[config.mk]
export PLATFORM = sky130hd
export DESIGN_NAME = modmem_scan_ctrl
export DESIGN_NICKNAME = d
export VERILOG_FILES = /design/src/rtl/modmem_scan_ctrl.sv
export SDC_FILE = /design/constraint.sdc
export NUM_CORES = 1
export LEC_CHECK = 0
export ABC_CLOCK_PERIOD_IN_PS = 6200
export BUFFER_PORTS_ARGS = -buffer_cell sky130_fd_sc_hd__buf_4
export CAP_MARGIN = 20
export CORE_MARGIN = 3
export CORE_UTILIZATION = 33
export DETAILED_ROUTE_END_ITERATION = 12
export GPL_TIMING_DRIVEN = 1
export PLACE_DENSITY = 0.5
export SLEW_MARGIN = 20
export SYNTH_ARGS = -nofsm -noshare
export SYNTH_HDL_FRONTEND = slang
export SYNTH_SLANG_ARGS = --single-unit
[constraint.sdc]
create_clock -name clk -period 6.2 [get_ports clk]
set_input_delay 0.62 -clock clk [delete_from_list [all_inputs] [get_ports clk]]
set_output_delay 0.62 -clock clk [all_outputs]
set_load 0.05 [all_outputs]
[src/rtl/modmem_scan_ctrl.sv]
// ---------------------------------------------------------------------------
// modmem_scan_ctrl
//   Read-scan sequencer for the template ROM bank. It streams one template
//   word per cycle out of both ROM ports. Port A covers [0, len-1] and port B
//   covers [HALF, HALF+len-1], wrapping modulo 2^AW. The ROM has a fixed read
//   latency of one cycle, and a valid/ready handshake toward the matching
//   datapath marks when mod_bus carries word rd_idx.
//
// Ports
//   clk       in   1     system clock, all state on rising edge
//   rst_n     in   1     asynchronous active-low reset
//   start     in   1     scan request, sampled only while idle
//   abort     in   1     synchronous cancel back to idle, no done pulse
//   len       in   AW+1  words to scan, latched at start, clamped to DEPTH
//   busy      out  1     scan in progress (through the done cycle)
//   done      out  1     one-cycle completion pulse
//   addr0     out  AW    ROM port-A address
//   addr1     out  AW    ROM port-B address
//   rd_valid  out  1     mod_bus holds word rd_idx this cycle
//   rd_ready  in   1     consumer accepts the word when rd_valid & rd_ready
//   rd_idx    out  AW    word index of the data currently on mod_bus
//   rd_first  out  1     rd_valid on word 0
//   rd_last   out  1     rd_valid on the final word
// ---------------------------------------------------------------------------
module modmem_scan_ctrl #(
  parameter int AW    = 10,
  parameter int DEPTH = 512,
  parameter int HALF  = 512
) (
  input  logic          clk,
  input  logic          rst_n,
  input  logic          start,
  input  logic          abort,
  input  logic [AW:0]   len,
  output logic          busy,
  output logic          done,
  output logic [AW-1:0] addr0,
  output logic [AW-1:0] addr1,
  output logic          rd_valid,
  input  logic          rd_ready,
  output logic [AW-1:0] rd_idx,
  output logic          rd_first,
  output logic          rd_last
);

  localparam logic [AW:0]   DEPTH_L = (AW+1)'(DEPTH);
  localparam logic [AW-1:0] HALF_A  = AW'(HALF);

  typedef enum logic [1:0] {
    S_IDLE  = 2'd0,
    S_ISSUE = 2'd1,
    S_DRAIN = 2'd2,
    S_DONE  = 2'd3
  } state_t;

  state_t        r_state;
  state_t        w_state_nxt;
  logic [AW:0]   r_len_q;
  logic [AW-1:0] r_idx;
  logic [AW-1:0] r_rd_idx;
  logic          r_rd_valid;

  logic [AW:0]   w_len_clamp;
  logic [AW:0]   w_len_m1;
  logic          w_adv;
  logic          w_idx_last;
  logic          w_stall;
  logic [AW-1:0] w_sel;

  assign w_len_clamp = (len > DEPTH_L) ? DEPTH_L : len;
  assign w_len_m1    = r_len_q - (AW+1)'(1);

  // A new address is issued whenever the output slot is empty or being
  // emptied this cycle.
  assign w_adv      = (r_state == S_ISSUE) && (!r_rd_valid || rd_ready);
  assign w_idx_last = ({1'b0, r_idx} == w_len_m1);

  // --------------------------------------------------------------------------
  // FSM state register
  // --------------------------------------------------------------------------
  always_ff @(posedge clk or negedge rst_n) begin
    if (!rst_n) begin
      r_state <= S_IDLE;
    end else begin
      r_state <= w_state_nxt;
    end
  end

  // --------------------------------------------------------------------------
  // FSM next-state logic (abort overrides everything)
  // --------------------------------------------------------------------------
  always_comb begin
    w_state_nxt = r_state;
    if (abort) begin
      w_state_nxt = S_IDLE;
    end else begin
      case (r_state)
        S_IDLE: begin
          if (start) begin
            w_state_nxt = (len != '0) ? S_ISSUE : S_DONE;
          end
        end
        S_ISSUE: begin
          if (w_adv && w_idx_last) begin
            w_state_nxt = S_DRAIN;
          end
        end
        S_DRAIN: begin
          if (rd_ready) begin
            w_state_nxt = S_DONE;
          end
        end
        default: begin
          w_state_nxt = S_IDLE;
        end
      endcase
    end
  end

  // --------------------------------------------------------------------------
  // Scan datapath: index counter, output slot tracking the 1-cycle ROM read
  // --------------------------------------------------------------------------
  always_ff @(posedge clk or negedge rst_n) begin
    if (!rst_n) begin
      r_len_q    <= '0;
      r_idx      <= '0;
      r_rd_idx   <= '0;
      r_rd_valid <= 1'b0;
    end else if (abort) begin
      r_idx      <= '0;
      r_rd_idx   <= '0;
      r_rd_valid <= 1'b0;
    end else begin
      case (r_state)
        S_IDLE: begin
          if (start) begin
            r_len_q <= w_len_clamp;
            r_idx   <= '0;
          end
        end
        S_ISSUE: begin
          if (w_adv) begin
            r_rd_valid <= 1'b1;
            r_rd_idx   <= r_idx;
            // Hold on the final word so idx never runs past len_q-1.
            if (!w_idx_last) begin
              r_idx <= r_idx + AW'(1);
            end
          end
        end
        S_DRAIN: begin
          if (rd_ready) begin
            r_rd_valid <= 1'b0;
            r_idx      <= '0;
            r_rd_idx   <= '0;
          end
        end
        default: begin
        end
      endcase
    end
  end

  // --------------------------------------------------------------------------
  // FSM outputs and address mux. While a word is stalled, the ROM keeps
  // re-reading that same word so mod_bus holds steady. The mux is driven
  // combinationally from rd_ready.
  // --------------------------------------------------------------------------
  always_comb begin
    w_stall = ((r_state == S_ISSUE) || (r_state == S_DRAIN)) && r_rd_valid && !rd_ready;
    w_sel   = w_stall ? r_rd_idx : r_idx;
    busy    = (r_state != S_IDLE);
    done    = (r_state == S_DONE);
  end

  assign addr0    = w_sel;
  assign addr1    = w_sel + HALF_A;
  assign rd_valid = r_rd_valid;
  assign rd_idx   = r_rd_idx;
  assign rd_first = r_rd_valid && (r_rd_idx == '0);
  assign rd_last  = r_rd_valid && ({1'b0, r_rd_idx} == w_len_m1);

endmodule

-- Word level (Yosys, flattened, before mapping)
Cells that the tools add are included.
- flip-flop bits (word level): 34
- multiplexer cells: 21
- add/subtract/negate cells: 3
- magnitude comparators: 1
- reduce and logical (&&, ||, !) cells: 20
- eq/ne operators: 10
- bitwise logic cells: 1
- operator list (kind ; number):
    10-bit two-way mux ; 8
    10-bit one-hot mux with 3 select lines ; 1
    10-bit by 11-bit equality test with 1-bit output ; 2
    10-bit one-hot mux with 2 select lines ; 1
    3-bit != test, second input constant ; 4
    11-bit by 10-bit greater-than comparator with 1-bit output, second input constant ; 1
    11-bit two-way mux ; 1
    11-bit nonzero test ; 1
    11-bit by 1-bit subtractor with 11-bit output, second input constant ; 1
    10-bit by 1-bit adder with 10-bit output, second input constant ; 1
    10-bit adder, second input constant ; 1
    10-bit logical NOT ; 1
    2-bit two-way mux ; 5
    3-bit AND reduction ; 3
    1-bit logical AND ; 6
    2-bit one-hot mux with 3 select lines ; 1
    5-bit AND reduction ; 1
    2-bit equality test, second input constant ; 2
    4-bit nonzero test ; 1
    1-bit two-way mux ; 3
    3-bit by 2-bit != test with 1-bit output, second input constant ; 1
    3-bit nonzero test ; 1
    2-bit by 1-bit equality test with 1-bit output, second input constant ; 1
    1-bit logical NOT ; 2
    5 further kinds ; 6

-- Longest topological paths before layout
- depth in word-level cells: 7
- gate-level depth with buffers: 10
- depth with buffers taken out: 9

-- Least setup slack after synthesis
No wires, ideal clock.
- path type: reg-to-reg
- start: register r_len_q[0]
- end: register r_state[0]
- library setup time: 0.124 ns
- path slack: 2.991 ns
- stages on the path, launching flop included: 11
- data arrival time: 3.085 ns
- cells stage by stage: dfrtp_1 clkbuf_1 inv_1 ha_1 or3b_4 o31a_1 or4_1 o211a_2 or4_4 and3_1 a211o_1
- longest elaborated chain between the ends: 5
- ends and longest elaborated chain (element ; line ; text):
    start, declared ; 58 ; logic [AW:0] r_len_q;
    start signal, assigned ; 137 ; r_len_q <= w_len_clamp;
    11-bit by 1-bit subtractor with 11-bit output ; 71 ; assign w_len_m1 = r_len_q - (AW+1)'(1);
    10-bit by 11-bit equality test with 1-bit output ; 76 ; assign w_idx_last = ({1'b0, r_idx} == w_len_m1);
    1-bit logical AND ; 104 ; if (w_adv && w_idx_last) begin
    3-bit by 2-bit != test with 1-bit output (no source line) ; - ;
    3-bit AND reduction (no source line) ; - ;
    end signal, assigned ; 85 ; r_state <= w_state_nxt;
    end, declared ; 56 ; state_t r_state;
Every way passes these cells.
A chain may end at the register's enable or synchronous reset.

-- Worst setup path after layout
- start: register r_len_q[0]
- end: output rd_last
- longest elaborated chain between the ends: 3
- ends and longest elaborated chain (element ; line ; text):
    11-bit by 1-bit subtractor with 11-bit output ; 71 ;
    10-bit by 11-bit equality test with 1-bit output ; 181 ; assign rd_last = r_rd_valid && ({1'b0, r_rd_idx} == w_len_m1);
    1-bit logical AND ; 181 ;
    end, declared ; 43 ; output logic rd_last
Every way passes these cells.

==> impl_metrics.ini <==
[setup_path]
crit_required_ns = 5.58
cp-start-kind = flop
cp_slowest_cell = nor3b_1
cp-endpoint = rd_last
arrival_ns = 2.90
path_depth = 10
r2r_setup_slack_ns = 2.80
crit_family = simple AND/OR/NAND/NOR gates
critPathMaxFanout = 7
worstSetupPathType = reg2out
path_buf_inv = 2
crit_path_cell_trace = inv_1, ha_1, nor3b_1, and3_1, a21oi_1, o21ai_0, a21oi_1, nor3_1, and3_1, buf_4
r2r_end = r_idx[9]
critPathLaunch = r_len_q[0]
ff2ff_path_depth = 9
cp_slowest_stage_delay_ns = 0.61
rr_startpoint = r_len_q[0]
critPathCaptureType = output pin

[final_layout]
n_antenna_cell = 0
final_util = 0.4199
design_area_um2 = 2932
final.fill_count = 741
area_growth_pct = 19.85
drive_above_1_share = 0.2508
final_nets = 328
final_cell_mix = buf_4, dfrtp_1, a22o_1
final_common_cell = buf_4

[power]
leakagePower_nw = 1.358
netSwitchingFraction = 0.4751
internal_power_mw = 0.5738
clkPwrFrac = 0.161
comb_power_share = 0.549
power_frac_seq = 0.290
pwr_density_cell_nw_per_um2 = 372.9
ir_drop_uv = 175.9
p_switching_mw = 0.5194

[sta]
rsz0062_at_grt = false
postLayoutSetupSlackWorst_ns = 2.682
max_freq_mhz = 284.2
maxSlewHeadroom = 0.2917
finalSetupViolCount = 0
finClkSkew_ns = 0.007239
hold_viol = 0
post-route-min-period_ns = 3.518
worst-slew-pin-transition_ns = 1.056
drv_slew = 0
tns_ns = 0
min_period_over_period = 0.5675

[floorplan]
dieArea_um2 = 8481
rows = 30
ios = 51
coreArea_um2 = 6982
die_x_um = 92.10
start_util = 0.3504
die_h_um = 92.10

[hold_path]
hold_class = in2async

[detailed_routing]
dr_total_vias = 2225
drt-pass1-iter-count = 4
postRouteAntennaNets = 0
vias_per_cell = 5.521
wl_per_cell_um = 18.02
drt-initial-drc-count = 107
drc = 0
wirelength_mm = 7.261

[synth]
ys_ff_latch = 34
synthFlopType = dfrtp_1
netlist_instances = 271
ys_warn_count = 0
synth_nets = 293
yosysSeqAreaShare = 0.3478
ys_types = 51
synth_area_um2 = 2446
synth_edf_count = 0
syn_avg_cell_area_um2 = 9.026
synthArstFlopShare = 1.000

[cts]
hold_buffers = 0
cts.sinks = 34
cts_buffer_depth = 2
cts_tree = done
h-tree-depth = 2
post_cts_resize_count = 0
worstSkewPairLatency_ns = 0.29
path_clk_slew_ns = 0.07
postCtsSetupRepairBufs = 0
numCtsBuffers = 5
root_buffer = clkbuf_8

[global_route]
grt_use_total = 0.1788
grt_pass1_vias = 2104
grt_pass1_wl_mm = 11.81
gr-total-overflow = 0
grt_max_degree = 35
antenna_found_initial = 0

[placed_design]
pre_cts_ws_ns = 2.816
place_area_um2 = 2835
io_buffers = 50
routabilityCongestion = 0.8912
dp_hpwl_mm = 5.417

[outcome]
outcome = finished clean

[flow_run]
maxCapViolations = 0
[power groups by stage]
stage          Clock (mW)  Sequential (mW)  Combinational [mW]
2_1_floorplan           0            0.299               0.464
4_1_cts             0.184            0.316               0.605
6_report            0.176            0.317               0.600
5_1_grt             0.196            0.325               0.670
3_5_place_dp            0            0.320               0.603
3_3_place_gp            0            0.319               0.602
[registers in the layout, indices dropped and copies added, names as in the netlist]
signal,count
rd_valid,1
r_idx,10
r_len_q,11
rd_idx,10
r_state,2
[routing by layer]
metal,routed length [um],vias up,part of all wire,track usage
li1,-,1072,-,-
met1,3490,1081,0.48,0.2559
met2,3232,65,0.45,0.2786
met3,463,7,0.064,0.02953
met4,75,0,0.010,0.04703
met5,0,-,0,0
[kinds of logic after synthesis]
| kind of cell | after synthesis | share of synthesized area |
|---|---|---|
| compound gates | 75 | 0.2205 |
| xor+xnor | 21 | 0.07519 |
| fa+ha+maj | 6 | 0.03069 |
| buf+inv | 32 | 0.06292 |
| flops | 34 | 0.3478 |
| mux | 13 | 0.05882 |
| simple gates | 90 | 0.2041 |
[how the worst min path moves through the flow]
stage / cells after the start / slack (ns) / endpoint
finish: 1 / 0.28 / rd_idx[0]
global route: 1 / 0.32 / r_idx[6]
CTS: 1 / 0.30 / r_idx[0]
detailed placement: 1 / 0.58 / r_len_q[10]
global placement: 1 / 0.56 / r_state[0]
floorplan: 0 / 0.32 / r_idx[0]
[stage by stage]
stage          power, mW  hold WS [ns]  instances
2_1_floorplan     0.7638        0.3244        271
3_3_place_gp      0.9205        0.5634        395
3_5_place_dp      0.9227        0.5765        395
4_1_cts            1.105        0.2964        403
5_1_grt            1.191        0.3158        403
6_report           1.093        0.2758        403
[Yosys cell counts, drive strengths merged, types with 3 or more instances]
| cell | count | area share |
|---|---|---|
| xor2 | 11 | 0.039 |
| nand3 | 8 | 0.016 |
| a22o | 20 | 0.072 |
| dfrtp | 34 | 0.35 |
| nor2 | 15 | 0.023 |
| nor3 | 8 | 0.016 |
| o21ai | 14 | 0.029 |
| o211ai | 5 | 0.015 |
| clkbuf | 13 | 0.020 |
| nand4 | 5 | 0.013 |
| ha | 6 | 0.031 |
| nor2b | 4 | 0.010 |
| o31ai | 3 | 0.0092 |
| or4 | 5 | 0.017 |
| o21a | 3 | 0.0092 |
| inv | 10 | 0.015 |
| xnor2 | 10 | 0.036 |
| mux2 | 11 | 0.051 |
| and3 | 7 | 0.018 |
| nand2 | 15 | 0.023 |
| nor4 | 5 | 0.015 |
| or3 | 8 | 0.020 |
| a21oi | 13 | 0.027 |
| buf | 9 | 0.028 |
[final cells by class]
| class | instances | area [um2] | share of cell area |
|---|---|---|---|
| tap | 96 | 120.1 | 0.04097 |
| sequential | 34 | 850.8 | 0.2902 |
| multi-input combinational | 205 | 1456 | 0.4968 |
| inverter | 10 | 37.54 | 0.01280 |
| clock buffer | 7 | 86.33 | 0.02945 |
| clock inverter | 1 | 5.005 | 0.001707 |
| timing repair buffer | 50 | 375.4 | 0.1280 |
Note: power is estimated with default switching activity, not from simulation.
